## config.mk

```make
export PLATFORM = sky130hd
export DESIGN_NAME = uart_fifo_ctrl
export DESIGN_NICKNAME = d
export VERILOG_FILES = /design/src/rtl/uart_fifo_ctrl.sv
export SDC_FILE = /design/constraint.sdc
export NUM_CORES = 1
export LEC_CHECK = 0
export BUFFER_PORTS_ARGS = -buffer_cell sky130_fd_sc_hd__buf_2
export CAP_MARGIN = 20
export CORE_ASPECT_RATIO = 0.9
export CORE_MARGIN = 2
export CORE_UTILIZATION = 54
export DETAILED_ROUTE_END_ITERATION = 10
export GPL_ROUTABILITY_DRIVEN = 0
export PLACE_DENSITY = 0.9
export SETUP_SLACK_MARGIN = 0.2
export SLEW_MARGIN = 20
export SYNTH_ARGS = -nofsm -noshare
export SYNTH_HDL_FRONTEND = slang
export SYNTH_SLANG_ARGS = --single-unit
```

## constraint.sdc

```tcl
create_clock -name clk -period 4.8 [get_ports clk]
set_input_delay 0.24 -clock clk [delete_from_list [all_inputs] [get_ports clk]]
set_output_delay 0.24 -clock clk [all_outputs]
set_load 0.05 [all_outputs]
```

## src/rtl/uart_fifo_ctrl.sv

```systemverilog
// Sequences TX FIFO pops into UART starts, commits received bytes to the RX FIFO, keeps sticky error flags.
// Define UART_CTRL_STATS_EN to build the saturating frame/drop counters; otherwise they read 0.
module uart_fifo_ctrl #(
  parameter int GAP_CLKS     = 868,
  parameter int BUSY_TIMEOUT = 16,
  parameter int CNT_W        = 16
) (
  input  logic             clk,
  input  logic             rst,
  input  logic             tx_enable,
  input  logic             err_clr,
  input  logic             tx_fifo_empty,
  input  logic             tx_busy,
  output logic             tx_rd_en,
  output logic             start_TX,
  input  logic             eoc_flag,
  input  logic             rx_fifo_full,
  output logic             rx_wr_en,
  output logic             tx_error,
  output logic             rx_overflow,
  output logic             ctrl_idle,
  output logic [CNT_W-1:0] tx_frame_count,
  output logic [CNT_W-1:0] rx_drop_count
);

  localparam int MAXC = (GAP_CLKS > BUSY_TIMEOUT) ? GAP_CLKS : BUSY_TIMEOUT;
  localparam int TW   = $clog2(MAXC + 1) + 1;

  typedef enum logic [2:0] {
    IDLE, POP, LOAD, START, WAIT_BUSY, WAIT_DONE, GAP
  } state_t;

  state_t        state, state_nxt;
  logic [TW-1:0] cnt, cnt_nxt;
  logic          timeout;
  logic          rx_drop;

  always_ff @(posedge clk) begin
    if (rst) begin
      state <= IDLE;
      cnt   <= '0;
    end else begin
      state <= state_nxt;
      cnt   <= cnt_nxt;
    end
  end

  // One shared counter: timeout length in WAIT_BUSY, gap length in GAP.
  always_comb begin
    state_nxt = state;
    cnt_nxt   = cnt;
    timeout   = 1'b0;
    case (state)
      IDLE: begin
        if (tx_enable && !tx_fifo_empty && !tx_busy) state_nxt = POP;
      end
      POP:   state_nxt = LOAD;
      LOAD:  state_nxt = START;
      START: begin
        state_nxt = WAIT_BUSY;
        cnt_nxt   = '0;
      end
      WAIT_BUSY: begin
        if (tx_busy) begin
          state_nxt = WAIT_DONE;
        end else if (cnt + 1'b1 == TW'(BUSY_TIMEOUT)) begin
          timeout   = 1'b1;
          state_nxt = GAP;
          cnt_nxt   = '0;
        end else begin
          cnt_nxt = cnt + 1'b1;
        end
      end
      WAIT_DONE: begin
        if (!tx_busy) begin
          state_nxt = GAP;
          cnt_nxt   = '0;
        end
      end
      GAP: begin
        if ((GAP_CLKS == 0) || (cnt == TW'(GAP_CLKS - 1))) begin
          state_nxt = IDLE;
          cnt_nxt   = '0;
        end else begin
          cnt_nxt = cnt + 1'b1;
        end
      end
      default: state_nxt = IDLE;
    endcase
  end

  assign tx_rd_en  = (state == POP);
  assign start_TX  = (state == START);
  assign ctrl_idle = (state == IDLE);
  assign rx_drop   = eoc_flag && rx_fifo_full;

  // A new error event takes priority over a coincident clear.
  always_ff @(posedge clk) begin
    if (rst) begin
      rx_wr_en    <= 1'b0;
      tx_error    <= 1'b0;
      rx_overflow <= 1'b0;
    end else begin
      rx_wr_en <= eoc_flag && !rx_fifo_full;
      if (timeout)      tx_error <= 1'b1;
      else if (err_clr) tx_error <= 1'b0;
      if (rx_drop)      rx_overflow <= 1'b1;
      else if (err_clr) rx_overflow <= 1'b0;
    end
  end

`ifdef UART_CTRL_STATS_EN
  logic [CNT_W-1:0] frame_cnt;
  logic [CNT_W-1:0] drop_cnt;

  always_ff @(posedge clk) begin
    if (rst) begin
      frame_cnt <= '0;
      drop_cnt  <= '0;
    end else begin
      if (start_TX && (frame_cnt != {CNT_W{1'b1}})) frame_cnt <= frame_cnt + 1'b1;
      if (rx_drop && (drop_cnt != {CNT_W{1'b1}}))   drop_cnt  <= drop_cnt + 1'b1;
    end
  end

  assign tx_frame_count = frame_cnt;
  assign rx_drop_count  = drop_cnt;
`else
  assign tx_frame_count = '0;
  assign rx_drop_count  = '0;
`endif

endmodule
```

# After elaboration in Yosys (flattened, before gate mapping)
# Index checks and enable logic that the tools add are counted.
# word_totals
register_bits,17
input_bits,8
output_inout_bits,38
wordCells,49
# classes
n_addsub,1
eq_ne,13
muxes,17
reduce_logical,13
# ops
operator,count
11-bit two-way mux,4
11-bit case mux with 4 select lines,1
3-bit case mux with 7 select lines,1
3-bit two-way mux,5
"11-bit by 1-bit adder with 11-bit output, second input constant",1
"11-bit by 10-bit == test with 1-bit output, second input constant",1
"11-bit by 5-bit == test with 1-bit output, second input constant",1
"3-bit == test, second input constant",3
"3-bit by 2-bit == test with 1-bit output, second input constant",2
1-bit two-way mux,6
"2-bit != test, second input constant",3
1-bit logical AND,4
4-bit AND reduction,1
2-bit nonzero test,2
4-bit nonzero test,1
"3-bit by 1-bit == test with 1-bit output, second input constant",1
1-bit zero test,3
3-bit zero test,1
"3-bit != test, second input constant",1
3-bit AND reduction,1
"2-bit by 1-bit != test with 1-bit output, second input constant",1

# Longest topological paths before layout
# Gate-level depths: netlist (run 1).
# depth
ltp_word,6
depth_mapped,9
depth_no_buf,8

# Worst setup path before layout (run 1)
# No wires, ideal clock.
# synth_timing
kind,register to register
from,reg cnt[0]
to,reg tx_error
setup_time_ps,71
t_arrival_ps,2105
required_time_ps,4729
slack_ps,2624
stages_incl_launch_ff,8
n_path_buf,1
synth_period_minus_slack_ps,2176
cell_sequence,dfxtp_1 -> ha_1 -> clkbuf_1 -> or4b_1 -> o211ai_2 -> nand4_4 -> or4_1 -> a21oi_1
# synth_between
elab_chain_cells,6
word_cells_on_any_way,7
cone_classes,1 x add/sub; 1 x eq/ne; 4 x mux; 1 x reduce/logical
# synth_lines
item,line,text
from (decl),34,"logic [TW-1:0] cnt, cnt_nxt;"
from (signal assigned),44,cnt <= cnt_nxt;
11-bit by 1-bit adder with 11-bit output *,66,end else if (cnt + 1'b1 == TW'(BUSY_TIMEOUT)) begin
11-bit by 5-bit == test with 1-bit output *,66,
1-bit two-way mux *,66,
1-bit two-way mux *,64,if (tx_busy) begin
1-bit two-way mux *,53,case (state)
1-bit two-way mux or 2-bit nonzero test (tied branches),n/a,
to (signal assigned),101,tx_error <= 1'b0;
to (signal assigned),105,if (timeout) tx_error <= 1'b1;
to (signal assigned),106,else if (err_clr) tx_error <= 1'b0;
to (decl),19,"output logic tx_error,"
# Every way passes the cells marked *; elsewhere a longest branch is shown, timed or not.
# A chain may end at the register's enable or synchronous reset.

# Worst setup path in the final report (run 1)
# layout_timing
from,reg cnt[1]
to,reg tx_error
# Same word-level chain as after synthesis.

==> impl_metrics.py, run 1 <==
metrics = {
    "hold_path": {
        "min_from": "rx_fifo_full",
        "hold_depth": 2,
        "hold_class": "input port to flip-flop",
        "holdPathEnd": "rx_wr_en",
    },
    "clock_tree": {
        "post_cts_buffers": 0,
        "htree_levels": 1,
        "ctsResizeCount": 0,
        "postCtsHoldBufs": 0,
        "cts_buffers": 3,
        "tritoncts": "yes",
        "root_buffer": "clkbuf_4",
        "clkLatencyLatePin_ps": 290,
        "clock_sinks": 17,
        "clockBufferDepth": 2,
        "clkTransAtPathRegs_ps": 90,
    },
    "critical_path": {
        "worstPathRequired_ps": 5030,
        "worst_r2r_endpoint": "tx_error",
        "crit_arrival_ps": 2500,
        "rrSetupSlack_ps": 2520,
        "crit_type": "flip-flop to flip-flop",
        "crit_path_max_fanout": 10,
        "ff2ff_path_depth": 7,
        "timing.rr.start": "cnt[1]",
        "setup.worst_path.end_class": "flip-flop",
        "start_kind": "flip-flop",
    },
    "flow_run": {
        "drv_cap": 0,
    },
    "route": {
        "ant_nets": 0,
        "drc": 0,
        "top_layer": "met4",
        "routed_wl_mm": 2.55,
        "wl_per_cell_um": 12.0,
        "routed_via_density": 5.67,
        "vias": 1208,
        "dr_wl_met2_mm": 1.16,
        "drtPass1Iterations": 4,
        "drt_iter0_markers": 46,
        "m1WireLength_mm": 1.23,
        "wl_met3_um": 128,
    },
    "synthesis": {
        "synth_common_cells": "buf_4, dfxtp_1, nand2_1, nor2_1, a21oi_1",
        "yosysMostFrequentCell": "buf_4",
        "synth_area_leaders": "dfxtp_1, buf_4, a21oi_1",
        "yosys.cell_types.count": 42,
        "ys_warn_count": 0,
        "ys_seq_area_share_pct": 24.7,
        "syn_area_per_cell_um2": 7.58,
        "synth_top_area_share_pct": 24.7,
        "ys_ff_latch": 17,
        "netlist_area_um2": 1380,
        "netlist.top_cell.by_area": "dfxtp_1",
        "ys.flop_type": "dfxtp_1",
        "ys_async_sr_fraction_pct": 0,
        "synth_edf_count": 0,
        "synth_cells": 182,
    },
    "grt": {
        "antenna_found_initial": 0,
        "grt_pass1_vias": 955,
        "overflow": 0,
        "grt_usage_pct": 18.0,
        "grt_pass1_wl_mm": 4.23,
        "grt_max_degree": 18,
    },
    "timing": {
        "final_max_slew_viol_count": 0,
        "period_minus_slack_ps": 2280,
        "worst_slew_pin_slew_ps": 735,
        "period_share_pct": 47.4,
        "whs_ps": 113,
        "skew_ps": 2.45,
        "setup_viol": 0,
        "fin_ws_ps": 2520,
        "fin_setup_tns_ps": 0,
        "hold_viol": 0,
        "maxSlewHeadroom_pct": 50.7,
        "rsz0062_at_grt": "no",
        "clock.fmax_mhz": 439,
    },
    "placement": {
        "place_area_um2": 1300,
        "io_buffers": 13,
        "hpwl_mm": 1.88,
        "place_inst": 209,
        "post-place-ws_ps": 2570,
    },
    "floorplanning": {
        "dieArea_um2": 2970,
        "start_util_pct": 56.4,
        "rows": 17,
        "die_height_um": 51.9,
        "ios": 46,
        "coreArea_um2": 2450,
        "die_width_um": 57.3,
    },
    "finish": {
        "final_area_um2": 1330,
        "fin_cells": 213,
        "nFillCells": 236,
        "drive_gt1_share_pct": 10.8,
        "nets": 196,
        "diodes": 0,
        "areaGrowthSynthToFinish_pct": -3.90,
    },
    "power": {
        "cellPowerDensity_nw_per_um2": 264,
        "ir_worst_vdd_v": 0.000253,
        "p_leak_uw": 0.000507,
    },
    "run_status": {
        "status": "complete, no violations",
    },
}
-- worst max-delay path by stage --
stage	endpoint	cells past startpoint	slack, ps	start
floorplan	tx_error	7	2620	cnt[0]
global placement	tx_error	6	2610	cnt[0]
detailed placement	tx_error	6	2570	cnt[0]
CTS	tx_error	6	2550	cnt[0]
global route	cnt[3]	7	2240	cnt[0]
finish	tx_error	7	2520	cnt[1]
-- critical path, cell delays in order (launching register included) --
cell and delay [ps]:
dfxtp_1 430, ha_1 380, nand3_1 110, or4_1 430, o211ai_2 110, nand4_4 170
or4_1 440, a21oi_1 140
-- layout by cell type, fill, tap and decap left out, types with 4 or more instances in the layout --
master	count
conb_1	32
dfxtp_1	17
nand2_1	14
nor2_1	13
buf_2	13
a21oi_1	11
nand3_1	9
nor3_1	6
inv_1	5
a31oi_1	5
o211ai_1	5
nand4_1	4
nand2b_1	4
-- where the power goes --
group	internal (µW)	switching (µW)	total (µW)
clock	32.4	43.5	75.8
sequential	146	10.1	156
combinational	19.3	98.4	118
total	198	152	349
-- stage by stage --
stage | utilization [%] | total power [µW]
final | 54.2 | 349
after global routing | 54.2 | 368
after CTS | 54.2 | 352
after detailed placement | 53.1 | 276
after global placement | 53.1 | 276
after floorplan | - | 283
-- state kept, by name (all words and copies together) (netlist names) --
| register | count |
|---|---|
| rx_wr_en | 1 |
| tx_error | 1 |
| rx_overflow | 1 |
| state | 3 |
| cnt | 11 |
-- per-layer routing --
metal,up-vias,track usage (%)
met5,-,0
met4,0,7.75
met3,5,2.24
met2,38,28.9
met1,563,24.4
li1,602,-
-- cell type report --
type                       count  area, µm²  area share, %
timing repair buffer          13       65.1           4.91
inverter                       5       18.8           1.42
clock buffer                   4       26.3           1.98
sequential                    17        340           25.7
multi-input combinational    146        840           63.4
tap                           28       35.0           2.64
-- cell families (layout without fill, tap and decap cells) --
| logic type | after synthesis | count (layout) | share of synthesized area [%] |
|---|---|---|---|
| AOI/OAI and AO/OA | 38 | 38 | 19.0 |
| xor gates and xnor gates | 4 | 4 | 2.54 |
| adders and majority gates | 2 | 2 | 1.81 |
| buffers and inverters | 50 | 22 | 22.9 |
| DFF | 17 | 17 | 24.7 |
| muxes | 1 | 1 | 0.726 |
| other | 1 | 32 | 0.272 |
| and+or+nand+nor | 69 | 69 | 28.1 |
No activity file was read; power rests on OpenSTA's default activity.
==> inputs of run 2 (changes only) <==
--- a/config.mk
+++ b/config.mk
@@ -9,10 +9,10 @@
 export CAP_MARGIN = 20
 export CORE_ASPECT_RATIO = 0.9
 export CORE_MARGIN = 2
-export CORE_UTILIZATION = 54
+export CORE_UTILIZATION = 50
 export DETAILED_ROUTE_END_ITERATION = 10
 export GPL_ROUTABILITY_DRIVEN = 0
-export PLACE_DENSITY = 0.9
+export PLACE_DENSITY = 0.84
 export SETUP_SLACK_MARGIN = 0.2
 export SLEW_MARGIN = 20
 export SYNTH_ARGS = -nofsm -noshare
==> constraint.sdc (replaced) <==
create_clock -name clk -period 2.2 [get_ports clk]
set_input_delay 0.11 -clock clk [delete_from_list [all_inputs] [get_ports clk]]
set_output_delay 0.11 -clock clk [all_outputs]
set_load 0.05 [all_outputs]
==> impl_metrics.py, run 2 (same netlist as run 1, synthesis figures left out) <==
metrics = {
    "run_status": {
        "status": "complete, no violations",
    },
    "hold_path": {
        "hold_depth": 3,
        "hold_class": "input port to flip-flop",
        "min_from": "eoc_flag",
    },
    "grt": {
        "gr-usage-met1_pct": 26.3,
        "overflow": 0,
        "antenna_found_initial": 0,
        "use_met2_pct": 29.3,
        "grt-busiest-layer": "met2",
        "grt_pass1_wl_mm": 4.70,
        "grt_max_degree": 18,
        "grt_usage_pct": 19.5,
        "grt_pass1_vias": 1038,
        "grt_util_met3_pct": 5.29,
    },
    "finish": {
        "nFillCells": 259,
        "final_core_util_pct": 54.5,
        "fin_cells": 226,
        "nets": 207,
        "largest_reg_flops": 11,
        "final_common_cell": "conb_1",
        "final_cell_mix": "conb_1, nand2_1, dfxtp_1, buf_2, nor2_1",
        "regMostFlops": "cnt",
        "areaGrowthSynthToFinish_pct": 5.90,
        "drive_gt1_share_pct": 20.9,
        "diodes": 0,
        "reg_top3": "cnt x11, state x3",
    },
    "placement": {
        "hpwl_mm": 1.96,
        "io_buffers": 13,
        "place_inst": 220,
    },
    "critical_path": {
        "crit_path_max_fanout": 7,
        "ff2ff_path_depth": 6,
        "crit_arrival_ps": 2250,
        "crit_type": "flip-flop to flip-flop",
        "crit_slowest_cell": "or4b_4",
        "crit_path_cell_trace": "ha_4 > or4b_4 > o211ai_2 > nand4_4 > or4_4 > a21oi_2",
        "start_kind": "flip-flop",
        "setup.worst_path.end_class": "flip-flop",
        "worstPathRequired_ps": 2460,
        "max_stage_delay_ps": 510,
        "crit_start": "cnt[0]",
        "timing.rr.start": "cnt[0]",
    },
    "floorplanning": {
        "dieArea_um2": 3190,
        "ios": 46,
        "coreArea_um2": 2680,
        "die_height_um": 53.8,
        "die_width_um": 59.4,
        "start_util_pct": 51.4,
        "rows": 18,
    },
    "timing": {
        "fin_setup_tns_ps": 0,
        "final_max_slew_viol_count": 0,
        "rsz0062_at_grt": "yes",
        "hold_viol": 0,
        "period_share_pct": 90.4,
        "period_minus_slack_ps": 1990,
        "clock.fmax_mhz": 503,
        "skew_ps": 11.1,
        "setup_viol": 0,
        "whs_ps": 41.0,
    },
    "clock_tree": {
        "clock_sinks": 17,
        "tritoncts": "yes",
        "clockBufferDepth": 2,
        "clkLatencyLatePin_ps": 310,
        "cts_buffers": 3,
        "clkTransAtPathRegs_ps": 110,
        "root_buffer": "clkbuf_4",
        "htree_levels": 1,
    },
    "power": {
        "seq_power_share_pct": 43.4,
        "ir_worst_vdd_v": 0.000413,
        "clkPwrFrac_pct": 23.3,
        "p_leak_uw": 0.000570,
        "swShare_pct": 44.9,
        "cellPowerDensity_nw_per_um2": 535,
        "p_comb_share_pct": 33.3,
        "p_switching_uw": 351,
        "internal_power_uw": 430,
    },
    "route": {
        "drt_iter0_markers": 64,
        "ant_nets": 0,
        "drtPass1Iterations": 4,
        "routed_wl_mm": 2.77,
        "routed_via_density": 5.44,
        "wl_per_cell_um": 12.3,
        "vias": 1229,
        "drc": 0,
    },
    "flow_run": {
        "drv_cap": 0,
    },
}
## run 2: final cells by class
type	count	area, µm²	area share, %
clock inverters	1	7.51	0.514
clock buffers	3	22.5	1.54
repair buffers	24	150	10.3
flip-flops and latches	17	349	23.9
well taps	30	37.5	2.57
inverters	5	18.8	1.29
multi-input cells	146	875	59.9
## run 2: path summary, 6_finish.rpt
path / slack (ps) / endpoint
worst max-delay path: 210 / tx_error
worst min register to register: 480 / rx_overflow
worst max register to register: 210 / tx_error
worst min-delay path: 40 / rx_overflow
## run 2: power groups by stage
stage / combinational, µW / clock [µW] / sequential [µW]
after floorplan: 284 / 0 / 334
after global placement: 255 / 0 / 347
after detailed placement: 256 / 0 / 347
after CTS: 258 / 189 / 341
after global routing: 276 / 208 / 342
final: 260 / 182 / 339
## run 2: what timing repair did
action                                 in CTS  in global routing
pin swaps                                   1                  2
hold buffers                                1                  0
setup buffers                               0                  1
endpoints found under the hold margin       1                  0
setup endpoints to repair                  12                  8
resized for setup                           5                  8
## run 2: metal layers
metal	vias to the layer above	share of wire [%]
met5	-	0
met4	0	0.79
met3	3	9.2
met2	64	47
met1	549	43
li1	613	-
## run 2: through the flow
| step | total power, µW | instance area [µm²] | worst slack (ps) |
|---|---|---|---|
| final | 781 | 1460 | 210 |
| after CTS | 788 | 1430 | 206 |
| after global routing | 827 | 1460 | 122 |
| after floorplan | 619 | 1510 | 78.1 |
| after global placement | 602 | 1370 | 127 |
| after detailed placement | 603 | 1370 | 73.9 |
## run 2: critical path, delay by kind of cell, from the launching register on
family	cells	cell delay (ps)
DFF	1	390
AOI/OAI and AO/OA	2	330
adders and majority gates	1	180
and+or+nand+nor	3	1040
==> inputs of run 3 (changes only) <==
--- a/config.mk
+++ b/config.mk
@@ -9,10 +9,11 @@
 export CAP_MARGIN = 20
 export CORE_ASPECT_RATIO = 0.9
 export CORE_MARGIN = 2
-export CORE_UTILIZATION = 50
+export CORE_UTILIZATION = 45
 export DETAILED_ROUTE_END_ITERATION = 10
 export GPL_ROUTABILITY_DRIVEN = 0
-export PLACE_DENSITY = 0.84
+export PLACE_DENSITY = 0.8
+export REMOVE_ABC_BUFFERS = 1
 export SETUP_SLACK_MARGIN = 0.2
 export SLEW_MARGIN = 20
 export SYNTH_ARGS = -nofsm -noshare
==> constraint.sdc (replaced) <==
create_clock -name clk -period 1.75 [get_ports clk]
set_input_delay 0.0875 -clock clk [delete_from_list [all_inputs] [get_ports clk]]
set_output_delay 0.0875 -clock clk [all_outputs]
set_load 0.05 [all_outputs]
==> impl_metrics.py, run 3 (same netlist as run 1, synthesis figures left out) <==
metrics = {
    "finish": {
        "regMostFlops": "cnt",
        "drive_gt1_share_pct": 38.7,
        "areaGrowthSynthToFinish_pct": 33.8,
        "reg_top3": "cnt x11, state x3",
        "final_area_um2": 1840,
        "nets": 236,
        "largest_reg_flops": 11,
        "final_cell_mix": "conb_1, buf_4, nand2_1, buf_2, nor2_1",
        "diodes": 0,
        "final_common_cell": "conb_1",
    },
    "power": {
        "swShare_pct": 44.8,
        "ir_worst_vdd_v": 0.000418,
        "seq_power_share_pct": 42.0,
        "clkPwrFrac_pct": 22.6,
        "p_comb_share_pct": 35.4,
        "internal_power_uw": 559,
        "cellPowerDensity_nw_per_um2": 549,
        "p_switching_uw": 453,
        "p_leak_uw": 0.000745,
    },
    "floorplanning": {
        "dieArea_um2": 3520,
        "die_width_um": 62.4,
        "ios": 46,
        "die_height_um": 56.5,
        "coreArea_um2": 3000,
        "start_util_pct": 46.0,
        "rows": 19,
    },
    "critical_path": {
        "crit_type": "flip-flop to flip-flop",
        "setup.worst_path.end_class": "flip-flop",
        "worstPathRequired_ps": 1990,
        "start_kind": "flip-flop",
        "crit_path_max_fanout": 4,
        "crit_arrival_ps": 2270,
    },
    "timing": {
        "setup_viol": 13,
        "period_share_pct": 116,
        "clock.fmax_mhz": 493,
        "period_minus_slack_ps": 2030,
        "fin_ws_ps": -279,
        "hold_viol": 0,
        "skew_ps": 8.84,
        "rsz0062_at_grt": "yes",
        "final_max_slew_viol_count": 0,
    },
    "placement": {
        "post-place-ws_ps": -284,
        "io_buffers": 13,
        "hpwl_mm": 2.35,
        "place_area_um2": 1550,
    },
    "clock_tree": {
        "tritoncts": "yes",
        "clockBufferDepth": 2,
        "clock_sinks": 17,
        "htree_levels": 1,
        "root_buffer": "clkbuf_4",
        "cts_buffers": 3,
        "clkTransAtPathRegs_ps": 120,
        "clkLatencyLatePin_ps": 300,
    },
    "flow_run": {
        "drv_cap": 0,
    },
    "route": {
        "ant_nets": 0,
        "wl_met3_um": 212,
        "routed_wl_mm": 3.60,
        "m1WireLength_mm": 1.45,
        "drtPass1Iterations": 4,
        "wl_per_cell_um": 13.5,
        "dr_wl_met2_mm": 1.85,
        "vias": 1367,
        "routed_via_density": 5.12,
        "top_layer": "met4",
        "drc": 0,
        "drt_iter0_markers": 60,
    },
    "grt": {
        "overflow": 0,
        "grt_max_degree": 18,
        "grt_usage_pct": 20.4,
        "grt_pass1_wl_mm": 5.73,
        "antenna_found_initial": 0,
        "grt_pass1_vias": 1233,
    },
    "run_status": {
        "status": "finished with violations",
        "violations": "negative setup slack",
    },
    "hold_path": {
        "hold_class": "input port to flip-flop",
    },
}
[run 3: cell types whose count changed in the layout (fill, tap and decap cells not counted), moves of 2 or more]
cell	before	now
buf_6	0	9
o21ai_2	0	2
dfxtp_1	14	10
buf_4	10	30
o21ai_0	3	0
dfxtp_2	1	6
nor3_1	6	4
[run 3: repair_timing]
action	4_1_cts	5_1_grt
buffers inserted	4	4
pin swaps	11	19
endpoints found under the hold margin	1	0
hold buffers	1	0
setup endpoints to repair	15	16
resized for setup	26	23
[run 3: power by group through the flow]
stage | Sequential [µW] | Combinational [µW] | Clock (µW)
after floorplan | 438 | 272 | 0
after global placement | 433 | 335 | 0
after detailed placement | 433 | 338 | 0
after CTS | 424 | 349 | 232
after global routing | 427 | 379 | 253
final | 425 | 358 | 229
[run 3: layout make-up]
cell class	count	area (µm²)
Multi-Input combinational cell	146	990
Clock inverter	1	7.51
Tap cell	42	52.6
Fill cell	273	1150
Clock buffer	3	22.5
Timing Repair Buffer	53	402
Sequential cell	17	352
Inverter	5	18.8
[run 3: metrics by stage]
| stage | total power [µW] | setup TNS (ps) | instances | util, % | hold slack, ps |
|---|---|---|---|---|---|
| detailed placement | 771 | -2350 | 254 | 51.7 | 274 |
| finish | 1010 | -2110 | 267 | 61.6 | 30.3 |
| floorplan | 709 | -1120 | 168 | - | 157 |
| global placement | 768 | -1970 | 254 | 51.7 | 264 |
| CTS | 1000 | -1640 | 263 | 57.7 | 34.9 |
| global route | 1060 | -3270 | 267 | 61.6 | 33.4 |
[run 3: final timing paths]
check / slack, ps / from / cells past startpoint / to
worst max register to register: -280 / cnt[1] / 9 / tx_error
worst min register to register: 480 / tx_error / 2 / tx_error
worst max-delay path: -280 / cnt[1] / 9 / tx_error
worst min-delay path: 30 / eoc_flag / 3 / rx_overflow
[run 3: worst max-delay path, cell delays in order, from the launching register on]
cell     delay [ps]
dfxtp_4         390
ha_4            150
buf_6           100
buf_6           100
nand4_1         120
xor2_1          220
a41o_2          250
nand4_4          80
or4_1           420
a21oi_1         140
[run 3: routing by layer]
| layer | up-vias | track usage [%] |
|---|---|---|
| met5 | - | 0 |
| met2 | 58 | 37.1 |
| li1 | 674 | - |
| met1 | 623 | 25.6 |
| met4 | 0 | 4.13 |
| met3 | 12 | 3.01 |
